$ cat src/rtl/io_rs232_replay.sv
// Replays timestamped RS-232 line-state records from a USB OUT endpoint buffer.
// Each 3-byte record {state, delay_hi, delay_lo} is driven onto line_out after its delay.
module io_rs232_replay #(
    parameter logic [15:0] PRESCALE   = 16'd1,
    parameter logic [7:0]  IDLE_STATE = 8'hE0
) (
    input  logic        clk,
    input  logic        reset,
    output logic [8:0]  buf_out_addr,
    input  logic [7:0]  buf_out_q,
    input  logic [9:0]  buf_out_len,
    input  logic        buf_out_hasdata,
    output logic        buf_out_arm,
    input  logic        buf_out_arm_ack,
    input  logic        vend_req_act,
    input  logic [7:0]  vend_req_request,
    output logic [7:0]  line_out,
    output logic        busy,
    output logic [15:0] rec_count
);

    typedef enum logic [2:0] {
        S_IDLE, S_WAIT_DATA, S_FETCH, S_DELAY, S_APPLY, S_ARM, S_ARM_WAIT
    } state_t;

    state_t      state, state_next;
    logic [1:0]  hasdata_sync;
    logic [2:0]  act_sync;
    logic [9:0]  len_q;
    logic [9:0]  ptr;
    logic [2:0]  fcnt;
    logic [7:0]  q_r;
    logic [7:0]  rec_state, rec_dhi, rec_dlo;
    logic [15:0] pcnt, dcnt;
    logic        aborting;

    logic hasdata_s, act_rise, start_evt, abort_evt, tick_last, more_records;

    assign hasdata_s    = hasdata_sync[1];
    assign act_rise     = act_sync[1] & ~act_sync[2];
    assign start_evt    = act_rise && (vend_req_request == 8'h02);
    assign abort_evt    = act_rise && (vend_req_request == 8'h03);
    assign tick_last    = (pcnt == PRESCALE - 16'd1);
    assign more_records = ({1'b0, ptr} + 11'd6) <= {1'b0, len_q};

    // Arm handshake: buf_out_arm is a one-cycle request that hands the buffer back;
    // buf_out_arm_ack may follow any number of cycles later and is waited for in ARM_WAIT.
    always_comb begin
        state_next = state;
        case (state)
            S_IDLE:      if (start_evt) state_next = S_WAIT_DATA;
            S_WAIT_DATA: begin
                if (abort_evt)      state_next = S_IDLE;
                else if (hasdata_s) state_next = (buf_out_len >= 10'd3) ? S_FETCH : S_ARM;
            end
            S_FETCH: begin
                if (abort_evt)          state_next = S_ARM;
                else if (fcnt == 3'd6)  state_next = ({rec_dhi, rec_dlo} == 16'd0) ? S_APPLY : S_DELAY;
            end
            S_DELAY: begin
                if (abort_evt)                         state_next = S_ARM;
                else if (tick_last && dcnt == 16'd1)   state_next = S_APPLY;
            end
            S_APPLY: begin
                if (abort_evt)         state_next = S_ARM;
                else if (more_records) state_next = S_FETCH;
                else                   state_next = S_ARM;
            end
            S_ARM:       state_next = S_ARM_WAIT;
            S_ARM_WAIT: begin
                if (buf_out_arm_ack) state_next = (aborting || abort_evt) ? S_IDLE : S_WAIT_DATA;
            end
            default:     state_next = S_IDLE;
        endcase
    end

    always_ff @(posedge clk or posedge reset) begin
        if (reset) begin
            state        <= S_IDLE;
            hasdata_sync <= 2'b00;
            act_sync     <= 3'b000;
            len_q        <= 10'd0;
            ptr          <= 10'd0;
            fcnt         <= 3'd0;
            q_r          <= 8'd0;
            rec_state    <= 8'd0;
            rec_dhi      <= 8'd0;
            rec_dlo      <= 8'd0;
            pcnt         <= 16'd0;
            dcnt         <= 16'd0;
            aborting     <= 1'b0;
            buf_out_addr <= 9'd0;
            buf_out_arm  <= 1'b0;
            line_out     <= IDLE_STATE;
            busy         <= 1'b0;
            rec_count    <= 16'd0;
        end else begin
            hasdata_sync <= {hasdata_sync[0], buf_out_hasdata};
            act_sync     <= {act_sync[1:0], vend_req_act};
            q_r          <= buf_out_q;
            state        <= state_next;
            busy         <= (state_next != S_IDLE);
            buf_out_arm  <= (state_next == S_ARM);

            if (state_next == S_IDLE)                   aborting <= 1'b0;
            else if (abort_evt && state != S_IDLE)      aborting <= 1'b1;

            if (start_evt && state == S_IDLE) rec_count <= 16'd0;

            case (state)
                S_WAIT_DATA: begin
                    if (hasdata_s && !abort_evt) begin
                        len_q <= buf_out_len;
                        ptr   <= 10'd0;
                    end
                end
                S_FETCH: begin
                    // Buffer data lags its address by two clocks, plus one input register stage.
                    fcnt <= fcnt + 3'd1;
                    case (fcnt)
                        3'd0:    buf_out_addr <= ptr[8:0] + 9'd1;
                        3'd1:    buf_out_addr <= ptr[8:0] + 9'd2;
                        3'd3:    rec_state    <= q_r;
                        3'd4:    rec_dhi      <= q_r;
                        3'd5:    rec_dlo      <= q_r;
                        default: ;
                    endcase
                end
                S_DELAY: begin
                    if (tick_last) begin
                        pcnt <= 16'd0;
                        dcnt <= dcnt - 16'd1;
                    end else begin
                        pcnt <= pcnt + 16'd1;
                    end
                end
                S_APPLY: begin
                    if (!abort_evt) begin
                        line_out  <= rec_state;
                        rec_count <= rec_count + 16'd1;
                        ptr       <= ptr + 10'd3;
                    end
                end
                default: ;
            endcase

            if (state_next == S_FETCH && state != S_FETCH) begin
                fcnt         <= 3'd0;
                buf_out_addr <= (state == S_APPLY) ? ptr[8:0] + 9'd3 : 9'd0;
            end
            if (state == S_FETCH && state_next == S_DELAY) begin
                pcnt <= 16'd0;
                dcnt <= {rec_dhi, rec_dlo};
            end
            if (abort_evt && state != S_IDLE) line_out <= IDLE_STATE;
        end
    end

endmodule

$ cat config.mk
export PLATFORM = sky130hd
export DESIGN_NAME = io_rs232_replay
export DESIGN_NICKNAME = d
export VERILOG_FILES = /design/src/rtl/io_rs232_replay.sv
export SDC_FILE = /design/constraint.sdc
export NUM_CORES = 1
export LEC_CHECK = 0
export ABC_AREA = 0
export CAP_MARGIN = 10
export CORE_AREA = 3 3 85 147
export DETAILED_ROUTE_END_ITERATION = 16
export DIE_AREA = 0 0 88 150
export DONT_BUFFER_PORTS = 1
export GPL_ROUTABILITY_DRIVEN = 1
export HOLD_SLACK_MARGIN = 0.15
export MAX_ROUTING_LAYER = met4
export PLACE_DENSITY = 0.75
export SLEW_MARGIN = 20
export SYNTH_ARGS = -nofsm -noshare
export SYNTH_HDL_FRONTEND = slang
export SYNTH_SLANG_ARGS = --single-unit
$ cat constraint.sdc
create_clock -name clk -period 7.03 [get_ports clk]
set_clock_uncertainty 0.05 [all_clocks]
set_input_delay 1.406 -clock clk [delete_from_list [all_inputs] [get_ports clk]]
set_output_delay 1.406 -clock clk [all_outputs]
set_load 0.01 [all_outputs]
==> flow_metrics.py, run 1 <==
metrics = {
    "drt": {
        "drtIter0Drc": 348,
        "via_count": 5134,
        "avgViaCountPerCell": 6.20,
        "routedWlPerCell_um": 18.3,
        "ant_nets": 0,
        "drc": 0,
        "drt_pass_1_iters": 4,
        "wl_um": 15100,
    },
    "place": {
        "place_area_sq_um": 6900,
        "hpwlAfterDp_um": 10900,
        "place.detailed.instances": 796,
        "numPortBuffers": 0,
        "gp_weighted_congestion": 0.882,
    },
    "die": {
        "design.die.area_sq_um": 13200,
        "floorplan_row_count": 52,
        "floorplan.die.height_um": 150,
        "pin_count": 66,
        "starting_density_of_the_core": 0.592,
        "core_area_sq_um": 11500,
        "fp.dieW_um": 88,
    },
    "hold_path": {
        "hold_end": "act_sync[1]$_DFF_PP0_",
        "worstHoldPathCells": 0,
        "holdCritStartpoint": "act_sync[0]$_DFF_PP0_",
        "timing.hold.worst.class": "register to register",
    },
    "clock_network": {
        "cts.sinks": 131,
        "tritoncts": "yes",
        "post_cts.repair.setup_buffers": 0,
        "worst_setup_hold_path_clk_slew_ps": 60,
        "worst_skew_pair.late_latency_ps": 420,
        "cts_inserted_buffers": 17,
        "cts_resized": 0,
        "hold_buffers": 0,
        "cts_root_buffer": "sky130_fd_sc_hd__clkbuf_16",
        "h-tree-depth": 4,
        "clock_path_buffers": 2,
    },
    "grt": {
        "grt_antenna_before_repair": 0,
        "grt_start_max_net_pins": 79,
        "gr-total-overflow": 0,
        "grt_usage": 0.248,
        "grt_pass1_vias": 5069,
        "global_route_wire_length_before_repair_um": 24700,
    },
    "critical_path": {
        "worst_r2r_endpoint": "buf_out_addr[8]$_DFFE_PP0P_",
        "critical_path.n_buffers_inverters": 0,
        "cp-start-kind": "input pin",
        "timing_worst_setup_path_type": "input pin to register",
        "critical_path_arrival_ps": 4330,
        "critical_path_cell_sequence": "nor4b_1 -> nand3_1 -> nand2_1 -> o221a_2 -> nand3_1 -> nor3_4 -> mux2_4",
        "timing.rr.start": "ptr[2]$_DFFE_PP0P_",
        "slowest_stage": "sky130_fd_sc_hd__nor4b_1",
        "critPathLaunch": "vend_req_request[3]",
        "timing.critical_path.max_delay_family": "simple AND/OR/NAND/NOR gates",
        "slowest_delay_ps": 560,
        "timing.reg2reg.setup_slack_ps": 3100,
        "timing.critical_path.to_type": "register",
        "largest_fanout_of_any_net_on_the_critical_path": 12,
        "crit_required_ps": 7280,
        "critPathMostFrequentCell": "sky130_fd_sc_hd__nand3_1",
        "worstRegToRegCells": 12,
    },
    "layout": {
        "number_of_standard_cells_in_the_final_layout_excluding_fillers": 828,
        "count_of_inserted_antenna_diode_cells": 0,
        "final_common_cell": "sky130_fd_sc_hd__dfrtp_1",
        "final_net_count": 736,
        "share_of_final_layout_standard_cells_stronger_than_drive_strength_1": 0.137,
        "most-common-layout-cells": "128 x sky130_fd_sc_hd__dfrtp_1, 78 x sky130_fd_sc_hd__nand2_1, 56 x sky130_fd_sc_hd__o21ai_0, 48 x sky130_fd_sc_hd__nor2_1, 37 x sky130_fd_sc_hd__mux2_2",
        "flow.area_growth_from_synthesis_pct": 10.5,
        "final_core_util": 0.654,
        "layout.cell_area.non_filler_sq_um": 7530,
    },
    "sta": {
        "setup_repair_after_global_routing_missed_its_margin": "no",
        "tightestPinTransition_ps": 948,
        "finalWorstPathRequiredPeriod_ps": 4080,
        "maximum_clock_rate_ghz": 0.245,
        "setup_viol": 0,
        "drv_slew": 0,
        "hold_viol": 0,
        "fin_setup_tns_ps": 0,
        "hold_ws_ps": 309,
        "layout_worst_path_cycle_share": 0.581,
        "max_slew_margin": 0.368,
    },
    "yosys": {
        "yosys.cell_types.count": 63,
        "count_of_flip_flops_with_a_built_in_enable_after_synthesis": 0,
        "syn-cell-area_sq_um": 6810,
        "yosys_register_bits": 131,
        "syn_inst": 689,
        "synth_top_flop_cell": "sky130_fd_sc_hd__dfrtp_1",
        "async_s_r_ff_share_synth": 1.00,
        "yosysSeqAreaShare": 0.482,
        "syn_avg_cell_area_sq_um": 9.89,
        "synthesis.yosys.warnings": 0,
        "synth_nets": 745,
    },
    "power": {
        "power_leakage_nw": 3.32,
        "maximum_vdd_drop_uv": 242,
        "power.density_cell_area_nw_per_um2": 365,
    },
    "run": {
        "max_cap_viol_count": 0,
    },
    "outcome": {
        "status": "finished, final reports clean",
    },
}
cell families after synthesis:
| logic type | after synthesis | share of synthesized area |
|---|---|---|
| and+or+nand+nor | 256 | 0.191 |
| AOI/OAI and AO/OA | 133 | 0.119 |
| DFF | 131 | 0.482 |
| buffers and inverters | 55 | 0.0303 |
| muxes | 49 | 0.0810 |
| xor gates and xnor gates | 40 | 0.0514 |
| adders and majority gates | 25 | 0.0459 |
how the worst max path moves through the flow:
stage | slack (ps) | end | depth (start not counted)
floorplan | 2080 | aborting$_DFFE_PP0P_ | 1
global placement | 2690 | buf_out_addr[6]$_DFFE_PP0P_ | 7
detailed placement | 2540 | buf_out_addr[8]$_DFFE_PP0P_ | 7
CTS | 2970 | buf_out_addr[8]$_DFFE_PP0P_ | 7
global route | 2630 | buf_out_addr[8]$_DFFE_PP0P_ | 7
finish | 2950 | buf_out_addr[8]$_DFFE_PP0P_ | 7
registers in the layout (all words and copies together) (netlist names), 9 cells and up:
signal,count
buf_out_addr,9
dcnt,16
len_q,10
pcnt,16
ptr,10
rec_count,16
where the power goes:
part | total [W] | internal, W | switching, W
registers | 0.00112 | 0.000935 | 0.000190
logic | 0.000715 | 0.000334 | 0.000382
clock network | 0.000908 | 0.000578 | 0.000330
total | 0.00275 | 0.00185 | 0.000901
synth_stat cells (all sizes together), types with 15 or more instances:
cell / number / area (sq um)
dfrtp: 128 / 3200
nand2: 78 / 293
o21ai: 57 / 285
nor2: 48 / 180
mux2: 40 / 462
a21oi: 35 / 175
clkbuf: 30 / 113
ha: 25 / 313
nand3: 25 / 125
xnor2: 24 / 210
inv: 23 / 86.3
nor3: 23 / 126
xor2: 16 / 140
nand4: 15 / 93.8
per-layer routing:
layer | vias to the layer above | global-route usage | part of all wire
li1 | 2439 | - | -
met4 | 0 | 0.107 | 0.022
met2 | 122 | 0.423 | 0.55
met3 | 30 | 0.0446 | 0.040
met5 | - | - | 0
met1 | 2543 | 0.281 | 0.39
stage by stage:
stage               total power (W)  worst slack, ps
floorplan                   0.00166             2080
global placement            0.00181             2690
detailed placement          0.00185             2540
CTS                         0.00276             2970
global route                0.00290             2630
finish                      0.00275             2950
cell type report:
class,instances,area [sq um]
clock buffers,21,460
clock inverters,11,153
fillers,920,3990
inverters,24,92.6
multi-input cells,503,3350
flip-flops and latches,131,3280
well taps,135,169
repair buffers,3,22.5
Power figures use the tool's default switching activity.
==> inputs of run 2 (changes only) <==
- clock period: 7.03 -> 4 ns (I/O delays scaled with it)
==> run 2 against run 1 <==
Compared with the run above:
- critical path depth is 6 higher
- cell area increased by 1.2%
- clock power is 77% higher
- count of clock-buffer cells in the layout unchanged
- critical path type is now register to register
- largest cell class unchanged
- register-to-register slack lost 2800 ps
==> flow_metrics.py, run 2 (same netlist as run 1, synthesis figures left out) <==
metrics = {
    "outcome": {
        "status": "finished, final reports clean",
    },
    "run": {
        "max_cap_viol_count": 0,
    },
    "drt": {
        "wl_um": 15800,
        "avgViaCountPerCell": 6.26,
        "drtIter0Drc": 338,
        "via_count": 5236,
        "routedWlPerCell_um": 18.9,
        "ant_nets": 0,
        "drc": 0,
        "drt_pass_1_iters": 6,
    },
    "critical_path": {
        "critical_path_cell_sequence": "inv_1 -> ha_1 -> nor3_1 -> xor2_1 -> ha_1 -> nand4_1 -> or3_1 -> a21oi_1 -> o21ai_0 -> and3_1 -> nor3_4 -> buf_4 -> mux2_4",
        "timing.critical_path.max_delay_family": "simple AND/OR/NAND/NOR gates",
        "cp-start-kind": "register",
        "largest_fanout_of_any_net_on_the_critical_path": 8,
        "critical_path_arrival_ps": 3980,
        "timing.rr.start": "ptr[1]$_DFFE_PP0P_",
        "timing.critical_path.to_type": "register",
        "slowest_stage": "sky130_fd_sc_hd__dfrtp_1",
        "crit_required_ps": 4260,
        "critPathMostFrequentCell": "sky130_fd_sc_hd__ha_1",
        "critPathLaunch": "ptr[1]$_DFFE_PP0P_",
        "slowest_delay_ps": 490,
        "critical_path.n_buffers_inverters": 2,
        "timing_worst_setup_path_type": "register to register",
    },
    "power": {
        "maximum_vdd_drop_uv": 531,
        "power.density_cell_area_nw_per_um2": 641,
        "power_leakage_nw": 3.37,
        "totalPowerFinal_w": 0.00488,
    },
    "sta": {
        "max_slew_margin": 0.428,
        "hold_viol": 0,
        "finalWorstPathRequiredPeriod_ps": 3720,
        "layout_worst_path_cycle_share": 0.931,
        "maximum_clock_rate_ghz": 0.269,
        "tightestPinTransition_ps": 852,
        "setup_repair_after_global_routing_missed_its_margin": "no",
        "fin_setup_tns_ps": 0,
        "setup_viol": 0,
        "drv_slew": 0,
    },
    "place": {
        "numPortBuffers": 0,
        "gp_weighted_congestion": 0.918,
        "hpwlAfterDp_um": 11300,
    },
    "grt": {
        "grt_usage": 0.256,
        "grt_pass1_vias": 5317,
        "gr-total-overflow": 0,
        "grt_start_max_net_pins": 53,
        "global_route_wire_length_before_repair_um": 25300,
        "grt_antenna_before_repair": 0,
    },
    "die": {
        "floorplan_row_count": 52,
        "starting_density_of_the_core": 0.592,
        "fp.dieW_um": 88,
        "pin_count": 66,
        "floorplan.die.height_um": 150,
        "core_area_sq_um": 11500,
        "design.die.area_sq_um": 13200,
    },
    "clock_network": {
        "cts_inserted_buffers": 17,
        "hold_buffers": 0,
        "clock_path_buffers": 2,
        "cts_resized": 0,
        "post_cts.repair.setup_buffers": 0,
        "worst_skew_pair.late_latency_ps": 420,
        "cts_root_buffer": "sky130_fd_sc_hd__clkbuf_16",
        "cts.sinks": 131,
        "tritoncts": "yes",
        "h-tree-depth": 4,
        "worst_setup_hold_path_clk_slew_ps": 60,
    },
    "layout": {
        "count_of_inserted_antenna_diode_cells": 0,
        "final_common_cell": "sky130_fd_sc_hd__dfrtp_1",
        "flow.area_growth_from_synthesis_pct": 11.8,
        "reg_top3": "dcnt (16), pcnt (16), rec_count (16)",
        "multi_input_comb_area_sq_um": 3340,
        "final_net_count": 745,
        "seqCellArea_sq_um": 3280,
        "fill_cell_instance_count_of_the_final_layout": 865,
        "share_of_final_layout_standard_cells_stronger_than_drive_strength_1": 0.148,
        "most-common-layout-cells": "128 x sky130_fd_sc_hd__dfrtp_1, 78 x sky130_fd_sc_hd__nand2_1, 56 x sky130_fd_sc_hd__o21ai_0, 48 x sky130_fd_sc_hd__nor2_1, 37 x sky130_fd_sc_hd__mux2_2",
    },
    "hold_path": {
        "timing.hold.worst.class": "input pin to async pin",
    },
}
-- run 2: layout make-up --
class	count	share of cell area
Clock buffer	21	0.0618
Clock inverter	11	0.0199
Inverter	24	0.0123
Multi-Input combinational cell	503	0.438
Sequential cell	131	0.431
Tap cell	135	0.0222
Timing Repair Buffer	12	0.0151
-- run 2: power by group --
part	switching, W	internal [W]	leakage [nW]
logic	0.000689	0.000605	1.33
registers	0.000333	0.00164	1.74
clock network	0.000582	0.00103	0.304
-- run 2: metrics by stage --
step	hold WS, ps	instances	utilization	setup slack [ps]	instance area (sq um)
global placement	283	804	0.606	472	6980
CTS	309	836	0.660	328	7600
global route	215	837	0.662	49.9	7620
finish	211	837	0.662	276	7620
detailed placement	295	804	0.606	366	6980
floorplan	281	689	-	642	6820
-- run 2: per-layer routing --
layer | vias to the layer above | track usage | share of wire
li1 | 2462 | - | -
met1 | 2568 | 0.276 | 0.38
met2 | 161 | 0.435 | 0.54
met3 | 45 | 0.0567 | 0.045
met4 | 0 | 0.127 | 0.033
met5 | - | - | 0
-- run 2: final timing paths --
path | endpoint | slack [ps] | depth (start not counted)
worst min register to register | act_sync[1]$_DFF_PP0_ | 310 | 0
worst max-delay path | buf_out_addr[6]$_DFFE_PP0P_ | 280 | 13
worst min-delay path | dcnt[10]$_DFFE_PP0P_ | 210 | 1
worst max register to register | buf_out_addr[6]$_DFFE_PP0P_ | 280 | 13
max in group asynchronous | line_out[5]$_DFFE_PP1P_ | 2690 | 3
min in group clk | act_sync[1]$_DFF_PP0_ | 310 | 0
==> inputs of run 3 (changes only) <==
- CORE_AREA: 3 3 85 147 -> 3 3 86 150
- DIE_AREA: 0 0 88 150 -> 0 0 89 153
- clock period: 4 -> 3.4 ns (I/O delays scaled with it)
==> run 3 against run 2 <==
Compared with the run above:
- via count grew 0.17%
- critical path depth shrank 2
- hold slack lost 28 ps
- cell count grew 1.3%
- non-clock buffer count grew 9
- sequential power grew 16%
- count of clock-buffer cells in the layout is the same
- sequential share of layout area shrank 0.23 points
- critical endpoint is now aborting$_DFFE_PP0P_
==> flow_metrics.py, run 3 (same netlist as run 1, synthesis figures left out) <==
metrics = {
    "drt": {
        "ant_nets": 0,
        "avgViaCountPerCell": 6.19,
        "via_count": 5245,
        "drc": 0,
        "drtIter0Drc": 352,
        "drt_pass_1_iters": 6,
        "wl_um": 15800,
        "routedWlPerCell_um": 18.6,
    },
    "critical_path": {
        "critical_path_cell_sequence": "nand2_1 -> nor3_1 -> xor2_1 -> ha_1 -> nand4_1 -> or3_1 -> a21oi_2 -> o21a_1 -> o211ai_1 -> or4b_1 -> o21a_1",
        "largest_fanout_of_any_net_on_the_critical_path": 9,
        "timing.critical_path.to_type": "register",
        "timing_worst_setup_path_type": "register to register",
        "worstRegToRegCells": 11,
        "critPathMostFrequentCell": "sky130_fd_sc_hd__o21a_1",
        "critical_path_arrival_ps": 3530,
        "timing.rr.start": "ptr[6]$_DFFE_PP0P_",
        "timing.reg2reg.setup_slack_ps": 130,
        "slowest_stage": "sky130_fd_sc_hd__or4b_1",
        "crit_required_ps": 3660,
        "cp-start-kind": "register",
        "worst_r2r_endpoint": "aborting$_DFFE_PP0P_",
        "slowest_delay_ps": 560,
    },
    "clock_network": {
        "worst_setup_hold_path_clk_slew_ps": 60,
        "clock_path_buffers": 2,
        "cts_root_buffer": "sky130_fd_sc_hd__clkbuf_16",
        "worst_skew_pair.late_latency_ps": 430,
        "h-tree-depth": 4,
        "post_cts.repair.setup_buffers": 0,
        "hold_buffers": 0,
        "cts.sinks": 131,
        "tritoncts": "yes",
        "cts_inserted_buffers": 17,
    },
    "grt": {
        "grt_pass1_vias": 5481,
        "grt_start_max_net_pins": 79,
        "grt_usage": 0.253,
        "global_route_wire_length_before_repair_um": 26200,
        "grt_antenna_before_repair": 0,
        "gr-total-overflow": 0,
    },
    "power": {
        "totalPowerFinal_w": 0.00569,
        "power_leakage_nw": 3.38,
        "maximum_vdd_drop_uv": 866,
        "power.density_cell_area_nw_per_um2": 742,
    },
    "sta": {
        "drv_slew": 0,
        "maximum_clock_rate_ghz": 0.306,
        "setup_viol": 0,
        "tightestPinTransition_ps": 897,
        "max_slew_margin": 0.398,
        "finalWorstPathRequiredPeriod_ps": 3270,
        "hold_viol": 0,
        "layout_worst_path_cycle_share": 0.962,
    },
    "run": {
        "max_cap_viol_count": 0,
    },
    "layout": {
        "count_of_inserted_antenna_diode_cells": 0,
        "most-common-layout-cells": "126 x sky130_fd_sc_hd__dfrtp_1, 78 x sky130_fd_sc_hd__nand2_1, 55 x sky130_fd_sc_hd__o21ai_0, 48 x sky130_fd_sc_hd__nor2_1, 37 x sky130_fd_sc_hd__mux2_2",
        "reg_top3": "dcnt (16), pcnt (16), rec_count (16)",
        "final_net_count": 754,
        "share_of_final_layout_standard_cells_stronger_than_drive_strength_1": 0.163,
        "final_common_cell": "sky130_fd_sc_hd__dfrtp_1",
        "final_core_util": 0.646,
        "flow.area_growth_from_synthesis_pct": 12.5,
        "fill_cell_instance_count_of_the_final_layout": 940,
    },
    "die": {
        "floorplan.die.height_um": 153,
        "pin_count": 66,
        "core_area_sq_um": 11900,
        "design.die.area_sq_um": 13600,
        "starting_density_of_the_core": 0.574,
        "floorplan_row_count": 53,
        "fp.dieW_um": 89,
    },
    "hold_path": {
        "timing.hold.worst.class": "input pin to async pin",
    },
    "outcome": {
        "status": "finished, final reports clean",
    },
    "place": {
        "gp_weighted_congestion": 0.940,
        "hpwlAfterDp_um": 11300,
        "numPortBuffers": 0,
    },
}
-- run 3: cell count changes in the layout (fill, tap and decap cells not counted), moves of 2 or more --
cell                         delta
sky130_fd_sc_hd__buf_4          +8
sky130_fd_sc_hd__clkinvlp_4     +3
sky130_fd_sc_hd__clkbuf_1       +2
sky130_fd_sc_hd__clkbuf_8       -2
sky130_fd_sc_hd__dfrtp_1        -2
sky130_fd_sc_hd__dfrtp_2        +2
-- run 3: what timing repair did --
item,4_1_cts,5_1_grt
resized for setup,1,6
pin swaps,0,0
endpoints found under the setup margin,3,26
-- run 3: worst max-delay path, delay by kind of cell (launching register included) --
kind | cells | cell delay [ps]
AOI/OAI and AO/OA | 4 | 690
xor gates and xnor gates | 1 | 130
adders and majority gates | 1 | 320
DFF | 1 | 540
and+or+nand+nor | 5 | 1420
-- run 3: layout make-up --
cell class	count	area, sq um	area share
clock inverter	11	130	0.0170
tap	137	171	0.0224
timing repair buffer	21	186	0.0243
clock buffer	21	450	0.0588
inverter	24	93.8	0.0122
multi-input combinational	503	3350	0.437
sequential	131	3280	0.429
-- run 3: per-layer routing --
| layer | wire length [um] | global-route usage | vias to the layer above |
|---|---|---|---|
| met3 | 601 | 0.0442 | 43 |
| li1 | - | - | 2468 |
| met5 | 0 | - | - |
| met2 | 8730 | 0.434 | 131 |
| met1 | 5920 | 0.275 | 2603 |
| met4 | 552 | 0.120 | 0 |
-- run 3: power breakdown --
group | internal [W] | switching (W) | leakage [nW] | total [W]
sequential | 0.00193 | 0.000367 | 1.74 | 0.00230
clock | 0.00110 | 0.000695 | 0.270 | 0.00180
combinational | 0.000749 | 0.000841 | 1.38 | 0.00159
total | 0.00378 | 0.00190 | 3.38 | 0.00569
-- run 3: metrics by stage --
stage	setup slack [ps]	hold slack, ps	instances	setup TNS (ps)	cell area [sq um]
after floorplan	42.4	281	689	0	6820
after global placement	175	284	816	0	7070
after detailed placement	107	289	816	0	7070
after CTS	48.8	205	848	0	7650
after global routing	-26.8	222	848	-88.1	7660
final	131	183	848	0	7660
-- run 3: how the worst max path moves through the flow --
stage | startpoint | to | slack [ps] | cells after the start
after floorplan | ptr[2]$_DFFE_PP0P_ | buf_out_addr[4]$_DFFE_PP0P_ | 40 | 13
after global placement | ptr[2]$_DFFE_PP0P_ | buf_out_addr[6]$_DFFE_PP0P_ | 170 | 13
after detailed placement | ptr[2]$_DFFE_PP0P_ | buf_out_addr[6]$_DFFE_PP0P_ | 110 | 13
after CTS | ptr[2]$_DFFE_PP0P_ | buf_out_addr[6]$_DFFE_PP0P_ | 50 | 13
after global routing | ptr[6]$_DFFE_PP0P_ | buf_out_addr[8]$_DFFE_PP0P_ | -30 | 12
final | ptr[6]$_DFFE_PP0P_ | aborting$_DFFE_PP0P_ | 130 | 11
